$ cat src/rtl/tdm_demux32.sv
// TDM demultiplexer: collects 32 serial slots into a frame and publishes it on W.
// Optional macro TDM_DEMUX_PARITY_EN adds a 33rd even-parity slot per frame.
module tdm_demux32 (
   input  logic        Clock,
   input  logic        Resetn,
   input  logic        d,
   input  logic        en,
   input  logic        sync,
   output logic [0:31] W,
   output logic        valid,
   output logic        busy,
   output logic        ferr,
   output logic        perr
);

`ifdef TDM_DEMUX_PARITY_EN
   localparam int unsigned CW = 6;
   localparam logic [CW-1:0] LastSlot = 6'd32;
`else
   localparam int unsigned CW = 5;
   localparam logic [CW-1:0] LastSlot = 5'd31;
`endif

   typedef enum logic [0:0] {StIdle, StRecv} state_e;

   state_e        state_q;
   logic [CW-1:0] cnt_q;
   logic [0:31]   cap_q;
   logic [0:31]   w_q;
   logic          valid_q;
   logic          ferr_q;
   logic          perr_q;

   always_ff @(posedge Clock or negedge Resetn) begin
      if (!Resetn) begin
         state_q <= StIdle;
         cnt_q   <= '0;
         cap_q   <= '0;
         w_q     <= '0;
         valid_q <= 1'b0;
         ferr_q  <= 1'b0;
         perr_q  <= 1'b0;
      end else begin
         valid_q <= 1'b0;
         ferr_q  <= 1'b0;
         perr_q  <= 1'b0;
         case (state_q)
            StIdle: begin
               if (en && sync) begin
                  cap_q    <= '0;
                  cap_q[0] <= d;
                  cnt_q    <= CW'(1);
                  state_q  <= StRecv;
               end
            end
            StRecv: begin
               if (en) begin
                  if (sync) begin
                     // Early sync wins even on the final slot: restart, flag the abort.
                     cap_q    <= '0;
                     cap_q[0] <= d;
                     cnt_q    <= CW'(1);
                     ferr_q   <= 1'b1;
                  end else if (cnt_q == LastSlot) begin
`ifdef TDM_DEMUX_PARITY_EN
                     if (^{cap_q, d}) begin
                        perr_q <= 1'b1;
                     end else begin
                        w_q     <= cap_q;
                        valid_q <= 1'b1;
                     end
`else
                     w_q     <= {cap_q[0:30], d};
                     valid_q <= 1'b1;
`endif
                     cnt_q   <= '0;
                     state_q <= StIdle;
                  end else begin
                     cap_q[cnt_q[4:0]] <= d;
                     cnt_q             <= cnt_q + CW'(1);
                  end
               end
            end
            default: state_q <= StIdle;
         endcase
      end
   end

   assign W     = w_q;
   assign valid = valid_q;
   assign busy  = (state_q == StRecv);
   assign ferr  = ferr_q;
   assign perr  = perr_q;

endmodule

$ cat config.mk
export PLATFORM = sky130hd
export DESIGN_NAME = tdm_demux32
export DESIGN_NICKNAME = d
export VERILOG_FILES = /design/src/rtl/tdm_demux32.sv
export SDC_FILE = /design/constraint.sdc
export NUM_CORES = 1
export LEC_CHECK = 0
export BUFFER_PORTS_ARGS = -buffer_cell sky130_fd_sc_hd__buf_2
export CAP_MARGIN = 30
export CORE_MARGIN = 4
export CORE_UTILIZATION = 30
export CTS_CLUSTER_SIZE = 12
export DETAILED_ROUTE_END_ITERATION = 7
export HOLD_SLACK_MARGIN = 0.06
export PLACE_DENSITY = 0.44
export SETUP_SLACK_MARGIN = 0.02
export SLEW_MARGIN = 0
export SYNTH_ARGS = -nofsm -noshare
export SYNTH_HDL_FRONTEND = slang
export SYNTH_SLANG_ARGS = --single-unit
$ cat constraint.sdc
create_clock -name Clock -period 2.4 [get_ports Clock]
set_clock_uncertainty 0.2 [all_clocks]
set_input_delay 0.24 -clock Clock [delete_from_list [all_inputs] [get_ports Clock]]
set_output_delay 0.24 -clock Clock [all_outputs]
set_load 0.02 [all_outputs]
==> summary.log, run 1 <==
[run_status] status completed
[cells_and_area] share of post-route cells with drive strength above 1 32.7%
[cts] number of clock buffers inserted by TritonCTS 9
[cells_and_area] number of fill cells 1084
[synth] area share of the largest cell type after synthesis 54.6%
[hold_path] class of the worst hold path input pin to flop
[route] drt total wl 7190 microns
[synth] asr flop ratio synth 100%
[cells_and_area] diode insertion count for antenna repair 0
[worst_setup_path] Critical Path RT 2420 ps
[worst_setup_path] startpoint of the worst-slack reg-to-reg timing path cnt_q[0]
[worst_setup_path] element type at the critical path start flop
[cells_and_area] utilization after layout 36.7%
[floorplanning] initial cell density of the core 31.1%
[power] power share of the sequential group 49.8%
[synth] share of synthesized area occupied by flip-flops and latches 54.6%
[route] DRC marker count from the first detailed-route iteration 154
[cts] count of H-tree levels built during CTS 3
[synth] xor and xnor area share after synthesis 0%
[worst_setup_path] cell with the largest stage delay on the worst path sky130_fd_sc_hd__dfrtp_1
[hold_path] WHS Endpoint busy
[cells_and_area] layout-stage area growth over the synthesis result 17.9%
[worst_setup_path] Setup Crit Path Kind flop to flop
[worst_setup_path] number of cells on the worst reg-to-reg path 6
[grt] gr usage total 12.3%
[grt] antenna violations before repair 0
[cts] clock sinks 71
[power] ratio of total power to cell area 664 nW/um^2
[synth] number of synthesized flops with an enable pin 0
[cts] post-CTS setup-driven buffer insertion count 0
[floorplanning] Total Die Area 12600 sq um
[floorplanning] Die Y 112 microns
[power] P_sw 0.682 mW
[synth] Synth Area in Simple Gates 15.1%
[synth] share of cell area taken by muxes after synthesis 16.2%
[power] static power due to leakage 2.03 nW
[cts] clock transition at the register clock pins on the worst setup and hold paths after CTS 70 ps
[grt] vias in the first global route 2226
[worst_setup_path] crit path max fanout 10
[synth] share of the synthesized area in compound gates (AO/OA/AOI/OAI) 6.49%
[route] via density per instance 4.70
[cts] CTS tree done
[sta] Max Freq 452 MHz
[sta] setup TNS 0 ps
[synth] per-instance average area after synthesis 11.8 sq um
[grt] maximum number of pins on one net before global-route repair 72
[power] Net Sw Frac 26.7%
[power] internal power of the cells 1.87 mW
[sta] max_slew headroom 49.4%
[floorplanning] total core area 10500 sq um
[cells_and_area] fin nets 331
[synth] count of cell types in the netlist 41
[synth] cell taking the most area after synthesis sky130_fd_sc_hd__dfrtp_1
[worst_setup_path] CP max stage delay 350 ps
[route] first-pass iteration count of the detailed router 4
[worst_setup_path] CP delay by family, top simple AND/OR/NAND/NOR gates
[cells_and_area] area taken by flip-flops and latches 1780 sq um
[synth] Post-Synthesis Cell Area 3260 sq um
[synth] net count of the mapped netlist 287
[power] clock share of power 35.3%
[sta] Setup-failing EPs final 0
[floorplanning] # IOs 41
[sta] Final Critical Period 2210 ps
[floorplanning] num rows 37
[floorplanning] Die W 112 microns
[place] number of port buffers 39
[sta] Slew @ Worst Pin 759 ps
[worst_setup_path] crit-path most repeated cell sky130_fd_sc_hd__and3_1
[cells_and_area] area of the multi-input gates 1320 sq um
[worst_setup_path] critical-path cell list ha_1 > and3_1 > ha_2 > and4b_1 > and3_1 > or3_1
[hold_path] min-delay src en
[grt] GR Overflow Total 0
[power] Max rail drop VDD 0.000268 V
[worst_setup_path] destination of the worst register-to-register timing path cap_q[7]
[sta] final worst path period share 92.2%
[worst_setup_path] FF-to-FF setup slack 190 ps
[cts] Skew-Pair Late Insertion Delay 340 ps
[place] Final Wtd Congestion 0.785
[job] max_cap viols 0
[cts] clk root buf sky130_fd_sc_hd__clkbuf_8
[place] placed wire-length estimate after detailed placement 4820 microns
[route] wire length per cell after detailed routing 15.6 microns
[synth] Synth Area in Adders 2.31%
[synth] most frequently used flop master after synthesis sky130_fd_sc_hd__dfrtp_1
[synth] library cell with the highest instance count after synthesis sky130_fd_sc_hd__dfrtp_1
[worst_setup_path] number of buffers and inverters on the critical path 0
[hold_path] Worst Hold Path Cells 4
[worst_setup_path] critical path arrival 2230 ps
[sta] Slew Viols, Final 0
[power] Comb power frac 14.9%
[synth] number of storage elements in the synthesis netlist 71
[sta] unrepaired setup endpoints after global routing no
[synth] top cells by count, synth sky130_fd_sc_hd__dfrtp_1, sky130_fd_sc_hd__nand2_1, sky130_fd_sc_hd__mux2_2, sky130_fd_sc_hd__mux2i_1, sky130_fd_sc_hd__nand3_1
[route] remaining antenna violation count after routing 0
[grt] global-route wire length before repair 12200 microns
[route] DRC violation count after routing 0
[synth] number of instances in the synthesized netlist 276
[synth] combinational family with the most area after synthesis multiplexers
[worst_setup_path] type of destination of the critical path flop
[sta] count of final hold-check violations 0
[route] Via Count 2162
[synth] number of warning messages in the yosys log 0
[synth] top post-synthesis cells by area sky130_fd_sc_hd__dfrtp_1, sky130_fd_sc_hd__mux2_2, sky130_fd_sc_hd__mux2i_1
[cts] maximum number of buffers from clock root to sink 2
-- state kept, by name (all words and copies together) (netlist names) --
register	count
valid	1
ferr	1
W	32
busy	1
cap_q	31
cnt_q	5
-- cell usage in the layout (no fill, tap or decap), types with 2 or more instances in the layout --
master and instances:
sky130_fd_sc_hd__and4_1 2, sky130_fd_sc_hd__and4bb_2 2, sky130_fd_sc_hd__mux2_2 28, sky130_fd_sc_hd__buf_4 14, sky130_fd_sc_hd__o21ai_0 5, sky130_fd_sc_hd__a32o_1 10, sky130_fd_sc_hd__ha_1 5, sky130_fd_sc_hd__dlygate4sd3_1 3
sky130_fd_sc_hd__buf_2 39, sky130_fd_sc_hd__a211o_2 2, sky130_fd_sc_hd__o211ai_1 3, sky130_fd_sc_hd__inv_1 7, sky130_fd_sc_hd__and3b_1 2, sky130_fd_sc_hd__clkbuf_8 9, sky130_fd_sc_hd__o22ai_1 2, sky130_fd_sc_hd__mux2i_1 19
sky130_fd_sc_hd__clkinv_2 2, sky130_fd_sc_hd__dfrtp_1 71, sky130_fd_sc_hd__buf_12 2, sky130_fd_sc_hd__clkbuf_1 2, sky130_fd_sc_hd__nand2b_1 2, sky130_fd_sc_hd__nor2_1 3, sky130_fd_sc_hd__nand3_1 16, sky130_fd_sc_hd__and3_1 7
sky130_fd_sc_hd__nor2b_1 3, sky130_fd_sc_hd__nand4_1 2, sky130_fd_sc_hd__mux2_1 2, sky130_fd_sc_hd__nand2_1 42
-- worst max path at each step --
stage               slack [ps]       end  cells past startpoint      from
CTS                        110  cap_q[7]                      6  cnt_q[0]
global placement           160  cap_q[5]                      7  cnt_q[0]
global route                90  cap_q[7]                      6  cnt_q[0]
detailed placement         130  cap_q[7]                      6  cnt_q[0]
finish                     190  cap_q[7]                      6  cnt_q[0]
floorplan                  170  cap_q[7]                      8  cnt_q[2]
-- stage by stage --
stage	power (mW)	area, sq um	instances	setup WS, ps	hold WS, ps
floorplan	1.52	3260	276	173	-256
detailed placement	1.67	3620	442	130	107
global route	2.71	3840	460	89.6	153
finish	2.55	3840	460	187	147
global placement	1.67	3620	442	160	106
CTS	2.60	3830	460	111	133
-- cells by family after synthesis --
family,after synthesis
AOI/OAI and AO/OA,26
adders and majority gates,6
buffers and inverters,32
DFF,71
muxes,49
other,1
and+or+nand+nor,91
-- power groups by stage --
stage / logic [mW] / clock network [mW] / registers [mW]
2_1_floorplan: 0.224 / 0 / 1.29
3_3_place_gp: 0.377 / 0 / 1.30
3_5_place_dp: 0.379 / 0 / 1.29
4_1_cts: 0.382 / 0.946 / 1.27
5_1_grt: 0.429 / 0.999 / 1.28
6_report: 0.380 / 0.900 / 1.27
-- routing by layer --
layer	share of wire, %	vias to the layer above	global-route usage, %
met5	0	-	0
met4	0.79	0	5.13
met3	3.7	4	2.59
met2	45	35	17.4
met1	51	1072	18.2
li1	-	1051	-
-- cell type report --
cell class,count,area share [%]
Sequential cell,71,46.3
Multi-Input combinational cell,173,34.3
Timing Repair Buffer,58,9.64
Tap cell,136,4.43
Clock buffer,11,3.42
Clock inverter,4,1.24
Inverter,7,0.684
-- timing repair --
item | 4_1_cts | 5_1_grt
gates resized for setup | 0 | 2
hold buffers | 3 | 0
hold endpoints to repair | 74 | 0
setup endpoints to repair | 0 | 7
-- worst min-delay path: cells and delay by family --
kind                   cells  cell delay, ps
and+or+nand+nor            3             200
buffers and inverters      1             210
Power figures use the tool's default switching activity.
==> run 2: changes to the inputs <==
--- a/config.mk
+++ b/config.mk
@@ -13,6 +13,7 @@
 export DETAILED_ROUTE_END_ITERATION = 7
 export HOLD_SLACK_MARGIN = 0.06
 export PLACE_DENSITY = 0.44
+export REMOVE_ABC_BUFFERS = 1
 export SETUP_SLACK_MARGIN = 0.02
 export SLEW_MARGIN = 0
 export SYNTH_ARGS = -nofsm -noshare
==> run 2 against run 1 <==
  * Global-route usage down 0.32 points
  * Design area down 0.78%
  * Critical path type unchanged
  * Register-to-register slack worse by 40 ps
  * Sequential power about the same
  * Sequential share of layout area up 0.36 points
  * Core utilization down 0.29 points
  * Wire length down 1.4%
==> summary.log, run 2 (synthesized netlist as in run 1, its figures left out) <==
[run_status] status completed
[sta] count of final hold-check violations 0
[route] routed wire length on met3 231 microns
[worst_setup_path] critical path arrival 2280 ps
[cts] count of H-tree levels built during CTS 3
[grt] gr usage total 12.0%
[cells_and_area] diode insertion count for antenna repair 0
[floorplanning] Die W 112 microns
[route] via density per instance 4.77
[worst_setup_path] cell with the largest stage delay on the worst path sky130_fd_sc_hd__dfrtp_1
[worst_setup_path] critical-path cell list ha_1 > and3_1 > ha_2 > and4b_1 > and3_1 > or3_1
[sta] Slew Viols, Final 0
[route] metal1 wirelength 3480 microns
[route] Top Layer Used met4
[cells_and_area] Largest register FFs 32
[route] detailed route wirelength on metal2 3190 microns
[grt] global-route wire length before repair 12100 microns
[worst_setup_path] Critical Path RT 2430 ps
[worst_setup_path] startpoint of the worst-slack reg-to-reg timing path cnt_q[0]
[place] placed wire-length estimate after detailed placement 4670 microns
[cts] number of clock buffers inserted by TritonCTS 9
[cts] maximum number of buffers from clock root to sink 2
[cells_and_area] number of fill cells 1079
[route] Via Count 2181
[grt] maximum number of pins on one net before global-route repair 72
[worst_setup_path] type of destination of the critical path flop
[route] DRC violation count after routing 0
[floorplanning] # IOs 41
[cells_and_area] layout-stage area growth over the synthesis result 17.0%
[grt] GR Overflow Total 0
[worst_setup_path] crit path max fanout 10
[cts] CTS tree done
[grt] antenna violations before repair 0
[cts] clk root buf sky130_fd_sc_hd__clkbuf_8
[route] first-pass iteration count of the detailed router 4
[floorplanning] num rows 37
[sta] final worst path period share 93.8%
[worst_setup_path] Setup Crit Path Kind flop to flop
[worst_setup_path] number of cells on the worst reg-to-reg path 6
[sta] crit path setup slack, layout 150 ps
[floorplanning] Total Die Area 12600 sq um
[route] drt total wl 7090 microns
[floorplanning] total core area 10500 sq um
[cells_and_area] share of post-route cells with drive strength above 1 32.4%
[cells_and_area] fin nets 328
[worst_setup_path] element type at the critical path start flop
[floorplanning] initial cell density of the core 31.1%
[hold_path] WHS Endpoint cnt_q[2]
[cts] Skew-Pair Late Insertion Delay 350 ps
[sta] worst-case hold slack 141 ps
[route] wire length per cell after detailed routing 15.5 microns
[sta] unrepaired setup endpoints after global routing no
[sta] Final Critical Period 2250 ps
[power] ratio of total power to cell area 651 nW/um^2
[hold_path] Worst Hold Path Cells 2
[hold_path] min-delay src en
[power] static power due to leakage 2.01 nW
[sta] setup TNS 0 ps
[worst_setup_path] crit-path most repeated cell sky130_fd_sc_hd__and3_1
[power] Max rail drop VDD 0.000199 V
[route] remaining antenna violation count after routing 0
[cts] clock sinks 71
[sta] Setup-failing EPs final 0
[job] max_cap viols 0
[floorplanning] Die Y 112 microns
[place] number of port buffers 39
[cells_and_area] commonest non-fill, non-tap cell in the layout sky130_fd_sc_hd__dfrtp_1
[cts] clock transition at the register clock pins on the worst setup and hold paths after CTS 70 ps
[sta] Max Freq 444 MHz
[worst_setup_path] destination of the worst register-to-register timing path cap_q[7]
[grt] vias in the first global route 2244
[cts] post-CTS setup-driven buffer insertion count 0
[place] setup slack at placement 58.9 ps
[worst_setup_path] CP max stage delay 370 ps
[cells_and_area] most frequent cells in the layout sky130_fd_sc_hd__dfrtp_1, sky130_fd_sc_hd__nand2_1, sky130_fd_sc_hd__buf_2
[route] DRC marker count from the first detailed-route iteration 66
[place] Final Wtd Congestion 0.725
[hold_path] class of the worst hold path input pin to flop
[worst_setup_path] FF-to-FF setup slack 150 ps
[run 2: cell count changes in the layout (fill, tap and decap cells not counted)]
cell	before	now
sky130_fd_sc_hd__clkinvlp_4	1	2
sky130_fd_sc_hd__clkbuf_8	9	10
sky130_fd_sc_hd__nor4b_2	0	1
sky130_fd_sc_hd__nor4b_1	1	0
sky130_fd_sc_hd__buf_4	14	11
sky130_fd_sc_hd__clkinv_2	2	1
sky130_fd_sc_hd__bufinv_16	1	0
[run 2: cell type report]
cell class | count | area [sq um] | area share (%)
clock buffers | 12 | 145 | 3.81
clock inverters | 3 | 20.0 | 0.525
inverters | 7 | 26.3 | 0.689
multi-input cells | 173 | 1330 | 34.8
flip-flops and latches | 71 | 1780 | 46.6
well taps | 136 | 170 | 4.46
repair buffers | 55 | 348 | 9.13
[run 2: how the worst max path moves through the flow]
stage	start	end	slack [ps]	cells after the start
6_report	cnt_q[0]	cap_q[7]	150	6
5_1_grt	cnt_q[0]	cap_q[7]	20	6
4_1_cts	cnt_q[0]	cap_q[5]	40	6
3_5_place_dp	cnt_q[0]	cap_q[5]	60	6
3_3_place_gp	cnt_q[0]	cap_q[5]	180	6
2_1_floorplan	cnt_q[0]	cap_q[7]	250	6
[run 2: metrics by stage]
| step | std cells | instance area [sq um] | power (mW) | utilization [%] |
|---|---|---|---|---|
| 6_report | 457 | 3810 | 2.48 | 36.4 |
| 5_1_grt | 457 | 3810 | 2.62 | 36.4 |
| 4_1_cts | 457 | 3800 | 2.51 | 36.3 |
| 3_5_place_dp | 439 | 3600 | 1.66 | 34.4 |
| 3_3_place_gp | 439 | 3600 | 1.66 | 34.4 |
| 2_1_floorplan | 251 | 3110 | 1.49 | - |
[run 2: routing by layer]
layer  vias up  track usage, %
li1       1045               -
met2        34            17.1
met5         -               0
met3        12            2.21
met1      1090            17.2
met4         0            6.49
[run 2: worst max-delay path: cells and delay by family, from the launching register on]
family / cells / cell delay [ps]
and+or+nand+nor: 4 / 1040
adders and majority gates: 2 / 500
DFF: 1 / 370
[run 2: power breakdown]
group / switching, mW / total, mW / internal [mW]
registers: 0.0284 / 1.27 / 1.25
logic: 0.225 / 0.369 / 0.143
clock network: 0.443 / 0.839 / 0.396
[run 2: timing repair]
action / 4_1_cts / 5_1_grt
endpoints found under the setup margin: 0 / 7
endpoints found under the hold margin: 74 / 0
resized for setup: 0 / 3
hold buffers: 3 / 0
